### src/rtl/jump_pkg.sv
// Shared types and helpers for the jump game sequencer.
// Contents: state encoding, datapath widths, absolute-distance helper.
package jump_pkg;

  localparam int unsigned STATE_W  = 3;
  localparam int unsigned X_W      = 32;
  localparam int unsigned CHARGE_W = 8;

  typedef enum logic [STATE_W-1:0] {
    IDLE   = 3'd0,
    READY  = 3'd1,
    CHARGE = 3'd2,
    JUMP   = 3'd3,
    JUDGE  = 3'd4,
    RELOAD = 3'd5,
    OVER   = 3'd6
  } state_t;

  // |a - b| through a 33-bit subtract so any pair of 32-bit positions is exact.
  function automatic logic [X_W:0] abs_dist(input logic [X_W-1:0] a, input logic [X_W-1:0] b);
    logic [X_W:0] d;
    d = {1'b0, a} - {1'b0, b};
    return d[X_W] ? (~d + (X_W+1)'(1)) : d;
  endfunction

endpackage

### src/rtl/jump_game_ctrl_if.sv
// Player/block/reload signal bundle of the jump game sequencer.
// master: drives button, block positions and reload_done; slave: the sequencer.
interface jump_game_ctrl_if
  import jump_pkg::*;
#(
  parameter int unsigned SCORE_W = 8
);

  logic                i_btn;
  logic [X_W-1:0]      i_x_block1;
  logic [X_W-1:0]      i_x_block2;
  logic                i_reload_done;
  logic [STATE_W-1:0]  o_state;
  logic [CHARGE_W-1:0] o_charge;
  logic [X_W-1:0]      o_x_player;
  logic                o_jumping;
  logic                o_reload_start;
  logic [SCORE_W-1:0]  o_score;
  logic                o_game_over;

  modport master (
    output i_btn, i_x_block1, i_x_block2, i_reload_done,
    input  o_state, o_charge, o_x_player, o_jumping, o_reload_start, o_score, o_game_over
  );

  modport slave (
    input  i_btn, i_x_block1, i_x_block2, i_reload_done,
    output o_state, o_charge, o_x_player, o_jumping, o_reload_start, o_score, o_game_over
  );

endinterface

### src/rtl/game_tick_div.sv
// Enable-gated prescaler: tick is high on every DIV-th enabled cycle.
// Ports: clk_machine, rst_machine (async active-low), en (count enable, clears when 0), tick.
module game_tick_div #(
  parameter int unsigned DIV = 2
) (
  input  logic clk_machine,
  input  logic rst_machine,
  input  logic en,
  output logic tick
);

  localparam int unsigned CNT_W = (DIV > 1) ? $clog2(DIV) : 1;
  localparam logic [CNT_W-1:0] LAST = CNT_W'(DIV - 1);

  logic [CNT_W-1:0] cnt_q;

  // Count restarts from 0 every time the phase is (re)entered.
  always_ff @(posedge clk_machine or negedge rst_machine) begin
    if (!rst_machine) begin
      cnt_q <= '0;
    end else if (!en || (cnt_q == LAST)) begin
      cnt_q <= '0;
    end else begin
      cnt_q <= cnt_q + CNT_W'(1);
    end
  end

  assign tick = en && (cnt_q == LAST);

endmodule

### src/rtl/jump_game_ctrl.sv
// Jump game sequencer: button -> charge/jump/judge phases, player X motion,
// hit/miss against two blocks, reload handshake, score and game-over flag.
// Ports: clk_machine, rst_machine (async active-low), bus (jump_game_ctrl_if.slave).
module jump_game_ctrl
  import jump_pkg::*;
#(
  parameter int unsigned CHARGE_DIV    = 250000,
  parameter int unsigned CHARGE_MAX    = 255,
  parameter int unsigned JUMP_STEP_DIV = 125000,
  parameter int unsigned PLAYER_X0     = 100,
  parameter int unsigned BLOCK_HALF_W  = 20,
  parameter int unsigned SCORE_W       = 8
) (
  input logic             clk_machine,
  input logic             rst_machine,
  jump_game_ctrl_if.slave bus
);

  localparam logic [CHARGE_W-1:0] CMAX = CHARGE_W'(CHARGE_MAX);
  localparam logic [X_W-1:0]      X0   = X_W'(PLAYER_X0);
  localparam logic [X_W:0]        HALF = (X_W+1)'(BLOCK_HALF_W);

  state_t              state_q;
  logic                btn_q;
  logic [CHARGE_W-1:0] charge_q;
  logic [X_W-1:0]      x_q;
  logic [X_W-1:0]      target_q;
  logic [SCORE_W-1:0]  score_q;
  logic                jumping_q;
  logic                reload_q;
  logic                over_q;

  logic rise, fall, charge_tick, step_tick, hit1, hit2;

  assign rise = bus.i_btn & ~btn_q;
  assign fall = ~bus.i_btn & btn_q;
  assign hit1 = abs_dist(x_q, bus.i_x_block1) <= HALF;
  assign hit2 = abs_dist(x_q, bus.i_x_block2) <= HALF;

  game_tick_div #(.DIV(CHARGE_DIV)) u_charge_div (
    .clk_machine (clk_machine),
    .rst_machine (rst_machine),
    .en          (state_q == CHARGE),
    .tick        (charge_tick)
  );

  game_tick_div #(.DIV(JUMP_STEP_DIV)) u_step_div (
    .clk_machine (clk_machine),
    .rst_machine (rst_machine),
    .en          (state_q == JUMP),
    .tick        (step_tick)
  );

  // Sequencer; charge is kept at 0 outside CHARGE/JUMP/JUDGE so it can drive o_charge directly.
  always_ff @(posedge clk_machine or negedge rst_machine) begin
    if (!rst_machine) begin
      state_q   <= IDLE;
      btn_q     <= 1'b0;
      charge_q  <= '0;
      x_q       <= X0;
      target_q  <= X0;
      score_q   <= '0;
      jumping_q <= 1'b0;
      reload_q  <= 1'b0;
      over_q    <= 1'b0;
    end else begin
      btn_q    <= bus.i_btn;
      reload_q <= 1'b0;
      unique case (state_q)
        IDLE: begin
          if (fall) begin
            state_q <= READY;
            score_q <= '0;
            x_q     <= X0;
          end
        end
        READY: begin
          if (rise) begin
            state_q  <= CHARGE;
            charge_q <= '0;
          end
        end
        CHARGE: begin
          if (!bus.i_btn) begin
            state_q   <= JUMP;
            jumping_q <= 1'b1;
            target_q  <= x_q + X_W'(charge_q);
          end else if (charge_tick && (charge_q != CMAX)) begin
            charge_q <= charge_q + CHARGE_W'(1);
          end
        end
        JUMP: begin
          if (x_q == target_q) begin
            state_q   <= JUDGE;
            jumping_q <= 1'b0;
          end else if (step_tick) begin
            x_q <= x_q + X_W'(1);
          end
        end
        JUDGE: begin
          charge_q <= '0;
          if (hit2) begin
            if (score_q != '1) score_q <= score_q + SCORE_W'(1);
            reload_q <= 1'b1;
            state_q  <= RELOAD;
          end else if (hit1) begin
            state_q <= READY;
          end else begin
            state_q <= OVER;
            over_q  <= 1'b1;
          end
        end
        RELOAD: begin
          if (bus.i_reload_done) begin
            x_q      <= X0;
            charge_q <= '0;
            state_q  <= READY;
          end
        end
        OVER: begin
          if (fall) begin
            state_q <= IDLE;
            over_q  <= 1'b0;
          end
        end
        default: state_q <= IDLE;
      endcase
    end
  end

  assign bus.o_state        = state_q;
  assign bus.o_charge       = charge_q;
  assign bus.o_x_player     = x_q;
  assign bus.o_jumping      = jumping_q;
  assign bus.o_reload_start = reload_q;
  assign bus.o_score        = score_q;
  assign bus.o_game_over    = over_q;

endmodule

### src/flat_wrapper.sv
// flat-port wrapper written by rule: the top's interface ports become plain ports
module jump_game_ctrl_flat import jump_pkg::*;
#(
  parameter int unsigned CHARGE_DIV    = 250000,
  parameter int unsigned CHARGE_MAX    = 255,
  parameter int unsigned JUMP_STEP_DIV = 125000,
  parameter int unsigned PLAYER_X0     = 100,
  parameter int unsigned BLOCK_HALF_W  = 20,
  parameter int unsigned SCORE_W       = 8
)
  (clk_machine, rst_machine, bus_i_btn, bus_i_x_block1, bus_i_x_block2, bus_i_reload_done, bus_o_state, bus_o_charge, bus_o_x_player, bus_o_jumping, bus_o_reload_start, bus_o_score, bus_o_game_over);
  jump_game_ctrl_if #(.SCORE_W(SCORE_W)) bus_i ();
  input logic clk_machine;
  input logic rst_machine;
  input wire logic [$bits(bus_i.i_btn)-1:0] bus_i_btn;
  input wire logic [$bits(bus_i.i_x_block1)-1:0] bus_i_x_block1;
  input wire logic [$bits(bus_i.i_x_block2)-1:0] bus_i_x_block2;
  input wire logic [$bits(bus_i.i_reload_done)-1:0] bus_i_reload_done;
  output wire logic [$bits(bus_i.o_state)-1:0] bus_o_state;
  output wire logic [$bits(bus_i.o_charge)-1:0] bus_o_charge;
  output wire logic [$bits(bus_i.o_x_player)-1:0] bus_o_x_player;
  output wire logic [$bits(bus_i.o_jumping)-1:0] bus_o_jumping;
  output wire logic [$bits(bus_i.o_reload_start)-1:0] bus_o_reload_start;
  output wire logic [$bits(bus_i.o_score)-1:0] bus_o_score;
  output wire logic [$bits(bus_i.o_game_over)-1:0] bus_o_game_over;
  assign bus_i.i_btn = bus_i_btn;
  assign bus_i.i_x_block1 = bus_i_x_block1;
  assign bus_i.i_x_block2 = bus_i_x_block2;
  assign bus_i.i_reload_done = bus_i_reload_done;
  assign bus_o_state = bus_i.o_state;
  assign bus_o_charge = bus_i.o_charge;
  assign bus_o_x_player = bus_i.o_x_player;
  assign bus_o_jumping = bus_i.o_jumping;
  assign bus_o_reload_start = bus_i.o_reload_start;
  assign bus_o_score = bus_i.o_score;
  assign bus_o_game_over = bus_i.o_game_over;
  jump_game_ctrl #(.CHARGE_DIV(CHARGE_DIV), .CHARGE_MAX(CHARGE_MAX), .JUMP_STEP_DIV(JUMP_STEP_DIV), .PLAYER_X0(PLAYER_X0), .BLOCK_HALF_W(BLOCK_HALF_W), .SCORE_W(SCORE_W)) u_core (.clk_machine(clk_machine), .rst_machine(rst_machine), .bus(bus_i));
endmodule
### config.mk
export PLATFORM = sky130hd
export DESIGN_NAME = jump_game_ctrl_flat
export DESIGN_NICKNAME = d
export VERILOG_FILES = /design/src/rtl/jump_pkg.sv /design/src/rtl/jump_game_ctrl_if.sv /design/src/rtl/game_tick_div.sv /design/src/rtl/jump_game_ctrl.sv /design/src/flat_wrapper.sv
export SDC_FILE = /design/constraint.sdc
export NUM_CORES = 1
export LEC_CHECK = 0
export ABC_AREA = 1
export BUFFER_PORTS_ARGS = -buffer_cell sky130_fd_sc_hd__buf_2
export CAP_MARGIN = 20
export CORE_MARGIN = 2
export CORE_UTILIZATION = 35
export DETAILED_ROUTE_END_ITERATION = 16
export PLACE_DENSITY_LB_ADDON = 0.15
export SLEW_MARGIN = 20
export SYNTH_ARGS = -nofsm -noshare
export SYNTH_HDL_FRONTEND = slang
export SYNTH_SLANG_ARGS = --single-unit
### constraint.sdc
create_clock -name clk_machine -period 4.7 [get_ports clk_machine]
set_clock_uncertainty 0.1 [all_clocks]
set_input_delay 0.235 -clock clk_machine [delete_from_list [all_inputs] [get_ports clk_machine]]
set_output_delay 0.235 -clock clk_machine [all_outputs]
set_load 0.01 [all_outputs]
==> flow_summary_export.csv, run 1 <==
group,metric,value,unit
outcome,outcome,"complete, no violations",
global_routing,grt_max_degree,51,
logic_synthesis,yosysMostFrequentCell,"nand2_1",
cts,cts_max_level,4,
route,drt-total-wl,51900,µm
global_routing,grt_pass1_vias,15061,
floorplan,io_pins,122,
sta,worst_slack,0.270,ns
layout,nNetsFinal,2779,
route,dr_wl_met2,22600,µm
route,top_layer_used,"met4",
logic_synthesis,synth_nets,2619,
sta,report.final.setup_viol,0,
sta,finalCriticalPeriod,4.43,ns
route,num_vias,15974,
setup_path,slowest_delay,0.40,ns
sta,rsz0062_at_grt,"false",
place,io_buffers,121,
setup_path,crit_slowest_cell,"dfrtp_1",
route,vias_per_cell,5.03,
logic_synthesis,synth_cell_types,56,
logic_synthesis,synth_top_area_cell,"nand2_1",
floorplan,die_w,207,µm
setup_path,rr_startpoint,"u_core.bus.o_x_player[0]",
logic_synthesis,synth-seq-cells,122,
place,place_congestion,0.958,
global_routing,grt-ovfl-total,0,
logic_synthesis,syn_area_per_cell,5.83,µm²
layout,drive_gt1_share,11.9,%
logic_synthesis,synth_top_area_share,20.8,%
logic_synthesis,synth_cells,2471,
cts,cts.sinks,122,
cts,clk_latency,0.43,ns
sta,fmax,226,MHz
cts,path_clk_slew,0.06,ns
logic_synthesis,synth_edf_count,0,
logic_synthesis,synth-seq-area-share,21.2,%
route,dr_wl_met3,2830,µm
power_and_ir_drop,powerDensity,255,nW/µm²
global_routing,antenna_found_initial,1,
route,first_pass_iters,6,
power_and_ir_drop,p_leak,8.92,nW
global_routing,grt_first_pass_wirelength,80900,µm
floorplan,fp.dieH,207,µm
sta,holdWs,0.283,ns
place,dp_slack,0.308,ns
setup_path,crit_type,"flop to flop",
setup_path,crit_fanout,15,
layout,syn_to_final_growth,14.5,%
route,postRouteAntennaNets,0,
sta,tns,0,ns
cts,cts_buffers,17,
logic_synthesis,async_flop_share,100,%
floorplan,core,40700,µm²
setup_path,crit_start,"u_core.bus.o_x_player[0]",
layout,nFillCells,4516,
sta,maxSlewHeadroom,41.0,%
route,wl_per_cell,16.3,µm
sta,tightestPinTransition,0.878,ns
sta,final_hold_viol_count,0,
setup_path,arrival,4.65,ns
setup_path,endpoint_kind,"flop",
place,dp_hpwl,42900,µm
flow_run,cap_violations,0,
floorplan,dieArea,42800,µm²
logic_synthesis,synth_flop_cell,"dfrtp_1",
cts,cts_root_buffer,"clkbuf_16",
power_and_ir_drop,peakVddDrop,0.294,mV
global_routing,grt.total_usage,24.5,%
logic_synthesis,syn_area,14400,µm²
route,drc,0,
cts,clock_path_buffers,2,
hold_path,hp-class,"primary input to async pin",
cts,cts_tree,"done",
floorplan,start_util,35.4,%
logic_synthesis,yosysWarningCount,0,
route,drtIter0Drc,1240,
sta,period_share,94.3,%
logic_synthesis,synth.top_cells.by_count,"nand2_1 (799), inv_1 (400), nor2_1 (278), nand3_1 (184), dfrtp_1 (116)",
floorplan,fp-row-count,74,
setup_path,critPathLaunchType,"flop",
route,wl_met1,24100,µm
setup_path,required,4.92,ns
logic_synthesis,synthTopCellsByArea,"nand2_1 (21%), dfrtp_1 (20%), inv_1 (10%)",
sta,drv_slew,0,
[worst max-delay path: cells and delay by family, from the launching register on]
kind                       cells  cell delay [ns]
and+or+nand+nor               20             2.56
adders and majority gates      2             0.69
DFF                            1             0.40
buffers and inverters          2             0.37
xor gates and xnor gates       1             0.15
AOI/OAI and AO/OA              1             0.06
[placed cells by master, fill, tap and decap left out, types with 6 or more instances in the layout]
cell type  Yosys  routed
nand2_2       28      28
nand2_1      799     799
o31ai_1        9       9
nor2_4         8       8
inv_2         17      17
o21ai_2        8       8
nor3_1        57      57
nor4_1        14      14
o21a_1         7       7
dfstp_2        6       6
or2_2         11      11
nor3b_1       10      10
nor2_1       278     276
nor2_2        15      17
o21ai_0       78      78
a21oi_1      103     103
buf_2          6     120
a31oi_1        7       7
dfrtp_1      116     116
xor2_1        47      47
clkbuf_16      0      17
nand3_1      184     184
o21bai_1       9       9
nand3b_1      19      19
ha_1          77      77
inv_1        400     399
xnor2_1       27      27
nand4_1       54      54
buf_4          3      46
[layer usage]
| layer | vias to the layer above | GRT usage [%] |
|---|---|---|
| met4 | 0 | 11.4 |
| met5 | - | 0 |
| met3 | 98 | 2.87 |
| met1 | 7253 | 33.1 |
| met2 | 455 | 39.2 |
| li1 | 8168 | - |
[worst paths after layout]
path                                                end  slack [ns]  cells past startpoint
hold / removal                    u_core.bus.o_score[6]        0.28                      2
min in group clk_machine   u_core.u_charge_div.cnt_q[0]        0.36                      1
setup / recovery                  u_core.bus.o_score[2]        0.27                     26
max in group asynchronous      u_core.bus.o_x_player[2]        3.20                      3
hold reg to reg            u_core.u_charge_div.cnt_q[0]        0.36                      1
setup reg to reg                  u_core.bus.o_score[2]        0.27                     26
[where the power goes]
part	total, W	switching (W)	internal, W	leakage (nW)
Combinational	0.00157	0.00106	0.000510	6.99
Clock	0.00131	0.000540	0.000767	0.276
Sequential	0.00133	0.000128	0.00120	1.65
Total	0.00421	0.00173	0.00248	8.92
[stage by stage]
step                      cells  utilization, %  instance area [µm²]  total power (W)
final                      3177            40.5                16500          0.00421
after CTS                  3173            40.4                16500          0.00422
after global routing       3177            40.5                16500          0.00451
after floorplan            2471               -                14400          0.00242
after global placement     3139            38.9                15900          0.00288
after detailed placement   3139            39.0                15900          0.00289
[timing repair]
action	in CTS	in global routing
gates resized for setup	0	2
hold buffers	2	0
buffers inserted	0	2
endpoints found under the setup margin	0	12
hold endpoints to repair	46	0
[cells by family (layout without fill, tap and decap cells)]
group,after synthesis,after routing,share of synthesized area (%)
AO/OA/AOI/OAI,248,248,9.79
XOR/XNOR,75,75,4.61
adder cells (fa/ha/maj),80,80,7.10
buffers and inverters,447,619,11.9
flip-flops,122,122,21.2
other,0,1,0
AND/OR/NAND/NOR,1499,1500,45.3
[registers in the layout, indices dropped and copies added, names as in the netlist]
name and cells:
u_core.u_step_div.cnt_q 17, u_core.bus.o_reload_start 1, u_core.bus.o_charge 8, u_core.u_charge_div.cnt_q 18, u_core.bus.o_score 8, u_core.bus.o_game_over 1, u_core.bus.o_state 3, u_core.bus.o_jumping 1
u_core.btn_q 1, u_core.bus.o_x_player 32, u_core.target_q 32
[final cells by class]
| class | instances | area (µm²) | area share, % |
|---|---|---|---|
| repair buffers | 168 | 966 | 5.85 |
| flip-flops and latches | 122 | 3060 | 18.5 |
| clock inverters | 13 | 135 | 0.818 |
| multi-input cells | 1903 | 9650 | 58.5 |
| well taps | 532 | 666 | 4.03 |
| inverters | 419 | 1580 | 9.55 |
| diodes | 1 | 2.50 | 0.0152 |
| clock buffers | 19 | 453 | 2.74 |
Note: power is estimated with default switching activity, not from simulation.
==> inputs of run 2 (changes only) <==
RECOVER_POWER = 100   (was not set)
==> run 2 against run 1 <==
  * The flow now finishes with violations (max-capacitance violations, max-slew violations)
  * Combinational power decreased by 3%
  * Sequential share of layout area increased by 0.20 points
  * Final cell count about the same
  * Non-clock buffer count unchanged
  * First-iteration DRC count increased by 4.0%
  * Utilization decreased by 0.42 points
  * Highest routed layer unchanged
==> flow_summary_export.csv, run 2 (synthesis results as in run 1) <==
group,metric,value,unit
layout,syn_to_final_growth,13.3,%
sta,fmax,226,MHz
sta,drv_slew,91,
outcome,outcome,"finished with violations",
setup_path,endpoint_kind,"flop",
cts,cts_buffers,17,
power_and_ir_drop,power_frac_clock,31.4,%
setup_path,cp_num_buf_inv,2,
route,drtIter0Drc,1289,
global_routing,grt_pass1_vias,15061,
setup_path,critPathLaunchType,"flop",
route,num_vias,15998,
route,vias_per_cell,5.03,
layout,design_area,16300,µm²
layout,drive_gt1_share,9.61,%
route,wl_per_cell,16.3,µm
place,dp_hpwl,42900,µm
setup_path,crit_type,"flop to flop",
power_and_ir_drop,p_switching,0.00172,W
floorplan,dieArea,42800,µm²
outcome,violations,"max-capacitance violations, max-slew violations",
power_and_ir_drop,p_leak,8.70,nW
cts,cts.sinks,122,
floorplan,start_util,35.4,%
sta,final_hold_viol_count,0,
cts,cts_root_buffer,"clkbuf_16",
power_and_ir_drop,switching_share,41.1,%
power_and_ir_drop,pwr-share-comb,36.7,%
setup_path,slowest_delay,0.40,ns
power_and_ir_drop,powerDensity,255,nW/µm²
layout,nNetsFinal,2779,
global_routing,grt_first_pass_wirelength,80900,µm
setup_path,arrival,4.64,ns
route,first_pass_iters,5,
place,place_congestion,0.958,
floorplan,fp-row-count,74,
place,place_area,15900,µm²
sta,report.final.setup_viol,0,
global_routing,grt_use_met2,39.2,%
global_routing,met1_usage,33.1,%
power_and_ir_drop,p_int,0.00245,W
cts,cts_max_level,4,
layout,final_common_cell,"nand2_1",
layout,fin_cells,3178,
floorplan,fp.dieH,207,µm
global_routing,use_met3,2.87,%
route,drc,0,
setup_path,crit_fanout,15,
hold_path,hp-class,"flop to flop",
global_routing,grt-ovfl-total,0,
global_routing,grt_max_degree,51,
cts,cts_tree,"done",
sta,holdWs,0.356,ns
power_and_ir_drop,peakVddDrop,0.296,mV
floorplan,die_w,207,µm
layout,layout_common_cells,"nand2_1 (800), inv_1 (403), nor2_1 (278)",
cts,path_clk_slew,0.06,ns
place,dp.cells,3139,
setup_path,crit_slowest_cell,"dfrtp_1",
power_and_ir_drop,seqPwrFrac,31.9,%
flow_run,cap_violations,2,
sta,finalCriticalPeriod,4.43,ns
global_routing,antenna_found_initial,1,
floorplan,io_pins,122,
place,io_buffers,121,
sta,tightestPinTransition,3.04,ns
global_routing,grt.busiest_layer,"met2",
sta,maxSlewHeadroom,-102,%
floorplan,core,40700,µm²
sta,rsz0062_at_grt,"false",
route,postRouteAntennaNets,0,
cts,clock_path_buffers,2,
sta,period_share,94.2,%
cts,clk_latency,0.43,ns
global_routing,grt.total_usage,24.5,%
setup_path,required,4.91,ns
layout,utilization,40.1,%
sta,tns,0,ns
setup_path,critical_path.top_delay_family,"simple AND/OR/NAND/NOR gates",
route,drt-total-wl,51900,µm
run 2: cell types whose count changed in the layout (fill, tap and decap cells not counted), moves of 2 or more:
cell,previous run,this run
o21ai_1,5,3
clkbuf_1,0,52
inv_2,17,13
buf_2,120,97
clkbuf_2,0,2
inv_1,399,403
nor2_1,276,278
o21ai_0,78,81
buf_4,46,15
run 2: path summary, 6_finish.rpt:
| kind | startpoint | end | slack (ns) | cells after the start |
|---|---|---|---|---|
| setup / recovery | u_core.bus.o_x_player[0] | u_core.bus.o_score[2] | 0.27 | 26 |
| hold / removal | u_core.u_charge_div.cnt_q[0] | u_core.u_charge_div.cnt_q[0] | 0.36 | 1 |
| setup reg to reg | u_core.bus.o_x_player[0] | u_core.bus.o_score[2] | 0.27 | 26 |
| hold reg to reg | u_core.u_charge_div.cnt_q[0] | u_core.u_charge_div.cnt_q[0] | 0.36 | 1 |
| max in group asynchronous | rst_machine | u_core.bus.o_x_player[11] | 1.03 | 3 |
| min in group asynchronous | rst_machine | u_core.bus.o_score[6] | 1.23 | 2 |
run 2: worst register-to-register path, cell delays in order (launching register included):
cell	delay, ns
dfrtp_1	0.40
clkinvlp_4	0.24
ha_1	0.30
fa_1	0.39
inv_1	0.13
nand3_2	0.09
nand2_2	0.13
nand2_1	0.09
nand2_2	0.08
nand2_2	0.07
nand2_2	0.10
nand3_2	0.12
nand3_1	0.30
nor2_1	0.09
xor2_1	0.15
nor2_1	0.12
nand2_1	0.08
nor2_1	0.10
nand2_1	0.05
nor2_1	0.22
nand3_1	0.13
nor2_2	0.12
nand2_1	0.24
nand2_2	0.16
nand2_4	0.14
nand2_1	0.13
o21ai_2	0.06
run 2: power by group through the flow:
stage	clock network, W	logic, W	registers, W
after global placement	0	0.00154	0.00134
after CTS	0.00133	0.00156	0.00133
after detailed placement	0	0.00155	0.00134
after global routing	0.00138	0.00174	0.00135
final	0.00131	0.00153	0.00133
after floorplan	0	0.00109	0.00132
run 2: final cells by class:
type / instances / area, µm²
Antenna cell: 2 / 5.00
Multi-Input combinational cell: 1903 / 9620
Sequential cell: 122 / 3060
Timing Repair Buffer: 168 / 823
Clock buffer: 19 / 453
Inverter: 419 / 1580
Clock inverter: 13 / 135
Fill cell: 4550 / 24400
Tap cell: 532 / 666
run 2: through the flow:
step | total power, W | setup slack, ns
6_report | 0.00417 | 0.273
5_1_grt | 0.00447 | 0.0118
4_1_cts | 0.00422 | 0.288
3_5_place_dp | 0.00289 | 0.308
3_3_place_gp | 0.00288 | 0.458
2_1_floorplan | 0.00242 | 1.17
run 2: timing repair:
action | CTS | global route
endpoints found under the hold margin | 46 | 0
hold buffers | 2 | 0
resized for setup | 0 | 2
buffers inserted | 0 | 2
endpoints found under the setup margin | 0 | 12
run 2: metal layers:
layer	up-vias	routed length, µm	part of all wire [%]
li1	8163	-	-
met1	7292	24100	47
met2	444	22500	43
met3	99	2740	5.3
met4	0	2500	4.8
met5	-	0	0
==> inputs of run 3 (changes only) <==
ABC_AREA = not set   (was 1)
==> run 3 against run 2 <==
  * The run ends with max-capacitance violations, max-slew violations, negative setup slack left
  * Global-route usage decreased by 0.080 points
  * Final cell count decreased by 18%
  * Clock power about the same
  * Utilization increased by 7.1 points
  * Register-to-register slack got worse by 0.34 ns
  * Hold slack got worse by 0.19 ns
  * Sequential share of layout area decreased by 0.99 points
  * Clock-buffer cell count decreased by 1
  * Wire length decreased by 7.5%
  * Largest cell class unchanged
  * Highest routed layer unchanged
==> flow_summary_export.csv, run 3 <==
group,metric,value,unit
setup_path,crit_slowest_cell,"dfstp_2",
setup_path,crit_top_cell,"a221o_1",
setup_path,arrival,5.00,ns
route,wl_per_cell,18.5,µm
sta,final_hold_viol_count,0,
power_and_ir_drop,powerDensity,297,nW/µm²
cts,cts_tree,"done",
power_and_ir_drop,power,0.00512,W
logic_synthesis,synth_edf_count,0,
route,drt-total-wl,48000,µm
global_routing,grt.total_usage,24.5,%
logic_synthesis,yosysWarningCount,0,
logic_synthesis,synth.top_cells.by_count,"nand2_1 (190), nor2_1 (167), o21ai_0 (125), dfrtp_1 (116), a21oi_1 (109)",
sta,period_share,102,%
layout,layout_common_cells,"buf_4 (275), nand2_1 (190), nor2_1 (167)",
setup_path,critPathLaunchType,"flop",
place,place_congestion,0.884,
floorplan,dieArea,38700,µm²
route,drc,0,
cts,cts_root_buffer,"clkbuf_16",
route,first_pass_iters,7,
setup_path,crit_type,"flop to flop",
logic_synthesis,synth-seq-cells,122,
global_routing,grt_pass1_vias,13534,
place,dp_slack,-0.404,ns
setup_path,crit_chain,"buf_6 > ha_4 > a21o_1 > a221o_1 > or3_4 > a221o_1 > or2_4 > or4_1 > a221o_1 > o41ai_2 > o2111ai_1 > nor4_2 > buf_4 > a31oi_1 > o32a_1",
layout,design_area,17300,µm²
floorplan,die_w,197,µm
route,num_vias,14564,
setup_path,required,4.93,ns
floorplan,io_pins,122,
logic_synthesis,async_flop_share,100,%
cts,cts_max_level,4,
layout,final_common_cell,"buf_4",
place,io_buffers,121,
cts,cts.sinks,122,
logic_synthesis,yosysMostFrequentCell,"nand2_1",
setup_path,cp_num_buf_inv,2,
hold_path,hp-class,"primary input to flop",
global_routing,grt-ovfl-total,0,
sta,worst_slack,-0.0706,ns
logic_synthesis,synth_compound_gate_area_share,24.1,%
cts,clk_latency,0.44,ns
logic_synthesis,synth_cells,1746,
sta,holdWs,0.170,ns
setup_path,slowest_delay,0.54,ns
cts,path_clk_slew,0.06,ns
flow_run,cap_violations,2,
outcome,violations,"max-capacitance violations, max-slew violations, negative setup slack",
global_routing,grt_first_pass_wirelength,74800,µm
global_routing,grt_max_degree,65,
sta,finalCriticalPeriod,4.77,ns
cts,cts_buffers,17,
layout,drive_gt1_share,25.4,%
layout,syn_to_final_growth,32.8,%
sta,report.final.setup_viol,2,
logic_synthesis,synth-simple-area-share,27.3,%
route,postRouteAntennaNets,0,
logic_synthesis,synth.area.mux_share,1.20,%
setup_path,crit_fanout,3,
layout,nNetsFinal,2265,
logic_synthesis,syn_area,13000,µm²
logic_synthesis,synth_top_family_by_area,"simple AND/OR/NAND/NOR gates",
floorplan,core,36600,µm²
sta,rsz0062_at_grt,"true",
logic_synthesis,yosys.area_share.xor_xnor,10.8,%
cts,clock_path_buffers,2,
sta,fmax,210,MHz
sta,maxSlewHeadroom,-105,%
logic_synthesis,synth_cell_types,82,
place,dp_hpwl,38500,µm
power_and_ir_drop,p_leak,7.75,nW
sta,tightestPinTransition,3.08,ns
logic_synthesis,syn_area_per_cell,7.45,µm²
power_and_ir_drop,peakVddDrop,0.279,mV
place,dp.cells,2537,
logic_synthesis,synth_top_area_cell,"dfrtp_1",
setup_path,endpoint_kind,"flop",
logic_synthesis,synth_top_area_share,22.3,%
logic_synthesis,synthTopCellsByArea,"dfrtp_1 (22%), ha_1 (7.4%), xnor2_1 (6.4%)",
sta,drv_slew,107,
logic_synthesis,synth_nets,1894,
floorplan,start_util,35.5,%
floorplan,fp.dieH,197,µm
setup_path,critical_path.top_delay_family,"compound AO/OA/AOI/OAI gates",
global_routing,antenna_found_initial,2,
route,vias_per_cell,5.60,
logic_synthesis,synth_fa_ha_area_share,7.87,%
place,place_area,16100,µm²
route,drtIter0Drc,1080,
layout,fin_cells,2600,
logic_synthesis,synth_flop_cell,"dfrtp_1",
outcome,outcome,"finished with violations",
logic_synthesis,synth-seq-area-share,23.5,%
floorplan,fp-row-count,70,
==> run 3: path summary, 6_finish.rpt <==
kind                                                 to  slack (ns)  cells after the start                          from
setup / recovery                  u_core.bus.o_state[2]       -0.07                     15      u_core.bus.o_x_player[6]
hold / removal                 u_core.bus.o_x_player[5]        0.17                      4             bus_i_reload_done
setup reg to reg                  u_core.bus.o_state[2]       -0.07                     15      u_core.bus.o_x_player[6]
hold reg to reg            u_core.u_charge_div.cnt_q[0]        0.36                      1  u_core.u_charge_div.cnt_q[0]
max in group asynchronous      u_core.bus.o_x_player[9]        1.33                      3                   rst_machine
min in group asynchronous    u_core.u_step_div.cnt_q[9]        0.94                      2                   rst_machine
==> run 3: routing by layer <==
layer / GRT usage (%) / wire length (µm) / vias to the layer above
li1: - / - / 7115
met2: 39.3 / 21700 / 493
met4: 6.21 / 947 / 0
met3: 2.70 / 2570 / 49
met1: 34.9 / 22700 / 6907
met5: 0 / 0 / -
==> run 3: power by group <==
part | internal (W) | switching (W)
logic | 0.00108 | 0.00139
clock network | 0.000791 | 0.000548
registers | 0.00120 | 0.000116
total | 0.00307 | 0.00205
==> run 3: cell families (layout without fill, tap and decap cells) <==
family          Yosys count  after routing
other cells               0              2
flops                   122            122
fa+ha+maj                80             80
simple gates            716            716
buf+inv                 173            557
xor+xnor                160            160
compound gates          480            480
mux                      15             15
==> run 3: worst reg2reg max path: cells and delay by family, from the launching register on <==
kind | cells | cell delay [ns]
fa+ha+maj | 1 | 0.20
simple gates | 4 | 1.43
buf+inv | 2 | 0.34
flops | 1 | 0.54
compound gates | 8 | 2.05
==> run 3: timing repair <==
item / 4_1_cts / 5_1_grt
pin swaps: 26 / 36
buffers inserted: 11 / 20
resized for setup: 36 / 87
endpoints found under the setup margin: 12 / 14
hold buffers: 2 / 0
endpoints found under the hold margin: 37 / 0
==> run 3: final cells by class <==
class                           instances  area (µm²)
Multi-Input combinational cell       1451        9800
Sequential cell                       122        3070
Clock buffer                           18         429
Antenna cell                            2        5.00
Clock inverter                         14         160
Tap cell                              468         586
Timing Repair Buffer                  432        2880
Fill cell                            3762       19300
Inverter                               93         349
==> run 3: stage by stage <==
| stage | util [%] | TNS (ns) |
|---|---|---|
| 3_5_place_dp | 43.9 | -2.47 |
| 5_1_grt | 47.2 | -2.39 |
| 2_1_floorplan | - | -0.00121 |
| 4_1_cts | 46.2 | -0.630 |
| 6_report | 47.2 | -0.0839 |
| 3_3_place_gp | 43.9 | -1.38 |
